[src/rtl/stage_reg.sv]
// stage_reg: two-entry skid-buffered pipeline stage register.
// The main entry drives the output; the skid entry absorbs one extra payload
// so that in_ready depends only on registered occupancy and the local
// stall/flush controls, never on out_ready or in_valid.
// A flush (clr) empties the stage and beats a stall (de).
// Two saturating counters record stall cycles and flush events.

module stage_reg #(
    parameter int unsigned    W     = 80,
    parameter logic [W-1:0]   NOP   = '0,
    parameter int unsigned    CNT_W = 16
) (
    input  logic             clk,
    input  logic             rst,
    input  logic             in_valid,
    input  logic [W-1:0]     in_data,
    output logic             in_ready,
    input  logic             clr,
    input  logic             de,
    output logic             out_valid,
    output logic [W-1:0]     out_data,
    input  logic             out_ready,
    output logic [1:0]       occ,
    output logic [CNT_W-1:0] stall_cnt,
    output logic [CNT_W-1:0] flush_cnt
);

    // Occupancy states; the encoding equals the number of held entries.
    localparam logic [1:0] S_EMPTY = 2'd0;
    localparam logic [1:0] S_ONE   = 2'd1;
    localparam logic [1:0] S_TWO   = 2'd2;

    logic [1:0]       state_q, state_d;
    logic [W-1:0]     main_q, main_d;
    logic [W-1:0]     skid_q, skid_d;
    logic [CNT_W-1:0] stall_cnt_q, stall_cnt_d;
    logic [CNT_W-1:0] flush_cnt_q, flush_cnt_d;

    logic             enq;
    logic             deq;

    // Increment that sticks at the all-ones value instead of wrapping.
    function automatic logic [CNT_W-1:0] sat_inc(input logic [CNT_W-1:0] v);
        if (&v) begin
            return v;
        end
        return v + CNT_W'(1);
    endfunction

    // Handshake signals: both are gated by stall and flush so neither side
    // can transfer while the stage is frozen or being cleared.
    always_comb begin
        in_ready  = (state_q != S_TWO)   & ~de & ~clr;
        out_valid = (state_q != S_EMPTY) & ~de & ~clr;
        out_data  = (state_q != S_EMPTY) ? main_q : NOP;
        occ       = state_q;
        enq       = in_valid & in_ready;
        deq       = out_valid & out_ready;
    end

    // Next-state and datapath selection for the two storage entries.
    always_comb begin
        state_d = state_q;
        main_d  = main_q;
        skid_d  = skid_q;
        if (clr) begin
            // Flush wins over everything; any input this cycle is dropped.
            state_d = S_EMPTY;
            main_d  = NOP;
            skid_d  = NOP;
        end else if (!de) begin
            case (state_q)
                S_EMPTY: begin
                    if (enq) begin
                        state_d = S_ONE;
                        main_d  = in_data;
                    end
                end
                S_ONE: begin
                    if (enq && deq) begin
                        main_d = in_data;
                    end else if (enq) begin
                        state_d = S_TWO;
                        skid_d  = in_data;
                    end else if (deq) begin
                        state_d = S_EMPTY;
                        main_d  = NOP;
                    end
                end
                S_TWO: begin
                    // in_ready is low here, so only a dequeue can happen.
                    if (deq) begin
                        state_d = S_ONE;
                        main_d  = skid_q;
                        skid_d  = NOP;
                    end
                end
                default: begin
                    state_d = S_EMPTY;
                    main_d  = NOP;
                    skid_d  = NOP;
                end
            endcase
        end
    end

    // Counter updates: a flush cycle is never also counted as a stall cycle.
    always_comb begin
        stall_cnt_d = stall_cnt_q;
        flush_cnt_d = flush_cnt_q;
        if (clr) begin
            flush_cnt_d = sat_inc(flush_cnt_q);
        end else if (de) begin
            stall_cnt_d = sat_inc(stall_cnt_q);
        end
    end

    // State and payload registers; reset discards any held payloads.
    always_ff @(posedge clk or posedge rst) begin
        if (rst) begin
            state_q <= S_EMPTY;
            main_q  <= NOP;
            skid_q  <= NOP;
        end else begin
            state_q <= state_d;
            main_q  <= main_d;
            skid_q  <= skid_d;
        end
    end

    // Statistics counters; only reset clears them.
    always_ff @(posedge clk or posedge rst) begin
        if (rst) begin
            stall_cnt_q <= '0;
            flush_cnt_q <= '0;
        end else begin
            stall_cnt_q <= stall_cnt_d;
            flush_cnt_q <= flush_cnt_d;
        end
    end

    assign stall_cnt = stall_cnt_q;
    assign flush_cnt = flush_cnt_q;

endmodule

[config.mk]
export PLATFORM = sky130hd
export DESIGN_NAME = stage_reg
export DESIGN_NICKNAME = d
export VERILOG_FILES = /design/src/rtl/stage_reg.sv
export SDC_FILE = /design/constraint.sdc
export NUM_CORES = 1
export LEC_CHECK = 0
export CAP_MARGIN = 15
export CORE_ASPECT_RATIO = 1.5
export CORE_UTILIZATION = 45
export DETAILED_ROUTE_END_ITERATION = 12
export GPL_TIMING_DRIVEN = 1
export PLACE_DENSITY = 0.85
export SLEW_MARGIN = 20
export SYNTH_ARGS = -nofsm -noshare
export SYNTH_HDL_FRONTEND = slang
export SYNTH_SLANG_ARGS = --single-unit
[constraint.sdc]
create_clock -name clk -period 16.2 [get_ports clk]
set_input_delay 4.05 -clock clk [delete_from_list [all_inputs] [get_ports clk]]
set_output_delay 4.05 -clock clk [all_outputs]
set_load 0.1 [all_outputs]
==> reports/metrics.csv <==
metric,value,unit
yosys-top-cells-area,"dfrtp_1, o2bb2ai_1, a22oi_1",
worstPathArrival,6.30,ns
grt_pass1_vias,7924,
seqCellArea,0.004855,mm2
fmax,96.66,MHz
die_area,0.02070,mm2
cp.depth,3,
synth_top_family_by_area,compound AO/OA/AOI/OAI gates,
yosys.area_share.simple,19.03,%
worstPathMaxFanout,11,
design_area,0.01179,mm2
reg2reg_from,occ[1]$_DFFE_PP0P_,
synth_most_common_cell,dfrtp_1,
outcome,"complete, no violations",
worstRegToRegCells,5,
area_growth_syn_to_layout,30.16,%
slew_violations,0,
final_core_util,59.81,%
synth_top_cell_by_area,dfrtp_1,
finalSetupViolCount,0,
r2r_end,main_q[21]$_DFFE_PP0P_,
clock_sinks,194,
crit_chain,"clkdlybuf4s50_1, nor3_1, clkdlybuf4s50_1",
cts_tree,yes,
synth_fa_ha_area_share,0.2764,%
grtUsageTotal,24.65,%
synthXorXnorAreaFrac,2.418,%
rrSetupSlack,13.21,ns
critical_path.startpoint,clr,
synth_fp_nets,981,
drt_wl_total,25060,um
fp.coreArea,0.01971,mm2
gr-total-overflow,0,
grt_max_degree,114,
grt_first_pass_wirelength,40700,um
clk-insertion-delay-late,0.43,ns
yosys.area.top_type_share,53.61,%
muxShareOfSynthArea,0.7185,%
drc,0,
setup.worst_path.start_class,input pin,
multi_input_area,0.003897,mm2
cts_buffer_depth,2,
crit_top_cell,clkdlybuf4s50_1,
netlist_area,0.009055,mm2
min_path_type,reg2reg,
cts_resized,0,
end_kind,output port,
critPathKind,in2out,
async_flop_share,100.0,%
tns,0,ns
finalWorstPathRequiredPeriod,10.35,ns
cts_buffers,17,
synth_common_cells,"dfrtp_1, nand3_1, nand2_1",
die_width,117.8,um
vias,7733,
hold_buffers,0,
row_count,63,
ir_drop,71.26,uV
first_pass_iters,5,
fin_cells,1313,
timing.critical_path.slowest_stage_cell,clkdlybuf4s50_1,
ys_ff_latch,194,
finalHoldViolations,0,
gp_congestion,0.8149,
p_leak,0.004651,uW
netlist_instances,893,
portBuffers,201,
clkSlewWorstSetupHoldPaths,0.07,ns
critical_path.top_delay_family,buffers and inverters,
layout-drive-gt1-share,5.698,%
viasPerCell,5.890,
tightest_slew,1.030,ns
skew,0.01095,ns
dr.first_iter.drc_count,681,
dpl.cell_count,1281,
ctsHtreeMaxLevel,4,
antenna_cells,0,
io_pins,202,
postCtsSetupRepairBufs,0,
ys_types,45,
yosysWarnings,0,
start_util,45.95,%
worstPathRequired,12.15,ns
n_fill_cell,1661,
place_area,0.01118,mm2
antenna_found_initial,0,
relSlewSlack,31.11,%
wl_per_cell,19.09,um
place.detailed.hpwl,14910,um
clock-root-buffer,clkbuf_16,
synth-compound-area-share,19.94,%
ant_nets,0,
min_period_over_period,63.86,%
ys_seq_area_share,53.61,%
fp.dieH,175.7,um
synth_edf_count,0,
final_nets,1128,
synth_ff_type,dfrtp_1,
cp.buffers_inverters,2,
cp_slowest_stage_delay,1.20,ns
avgSynthCellArea,10.14,um2
powerDensity,112.0,mW/mm2
maxCapViolCount,0,
rsz0062_at_grt,false,
crit_path_end,out_valid,
## layout make-up
type | instances | area share, %
Timing Repair Buffer | 210 | 17.68
Clock buffer | 17 | 3.609
Multi-Input combinational cell | 612 | 33.07
Clock inverter | 15 | 1.476
Tap cell | 260 | 2.760
Sequential cell | 194 | 41.19
Inverter | 5 | 0.2229
## cells in the final DEF (no fill, tap or decap), types with 5 or more instances in the layout
cell             count
nand4_1             10
nand2_1             89
o21ai_0             75
clkbuf_16           17
nor2_1              12
dfrtp_1            194
nor4_1               5
a22oi_1             80
nor3_1              12
o2bb2ai_1           81
nor2b_1             83
xor2_1              18
xnor2_1              7
clkdlybuf4s50_1    201
inv_8                5
o21ai_1              7
buf_4                8
nand3_1             89
## how the worst min path moves through the flow
stage	from	end	slack (ns)	cells after the start
4_1_cts	main_q[72]$_DFFE_PP0P_	main_q[72]$_DFFE_PP0P_	0.49	1
2_1_floorplan	main_q[0]$_DFFE_PP0P_	main_q[0]$_DFFE_PP0P_	0.45	1
5_1_grt	main_q[24]$_DFFE_PP0P_	main_q[24]$_DFFE_PP0P_	0.49	1
3_3_place_gp	main_q[24]$_DFFE_PP0P_	main_q[24]$_DFFE_PP0P_	0.46	1
3_5_place_dp	main_q[24]$_DFFE_PP0P_	main_q[24]$_DFFE_PP0P_	0.47	1
6_report	main_q[45]$_DFFE_PP0P_	main_q[45]$_DFFE_PP0P_	0.48	1
## routing by layer
metal	routed length, um	global-route usage (%)
met1	10080	29.88
met2	13200	43.33
met3	1125	3.571
met4	648	11.00
met5	0	0
## cell families (layout without fill, tap and decap cells)
logic type                 after synthesis  in the layout
DFF                                    194            194
buffers and inverters                   87            247
AOI/OAI and AO/OA                      254            254
and+or+nand+nor                        325            325
xor gates and xnor gates                25             25
adders and majority gates                2              2
muxes                                    6              6
## stage by stage
stage | hold slack, ns | worst slack, ns | power, uW
after floorplan | 0.4486 | 5.864 | 795.9
after global placement | 0.4628 | 5.887 | 891.9
after detailed placement | 0.4660 | 5.868 | 898.4
after CTS | 0.4863 | 5.851 | 1328
after global routing | 0.4939 | 5.767 | 1366
final | 0.4817 | 5.855 | 1319
## report_power, final
group          switching, uW  internal [uW]
combinational            243           92.7
sequential              34.3            519
clock                    198            233
total                    475            844
## registers in the layout (all words and copies together), names as in the netlist
signal,cells
main_q,80
flush_cnt,16
skid_q,80
occ,2
stall_cnt,16
(Power assumes the default switching activity.)
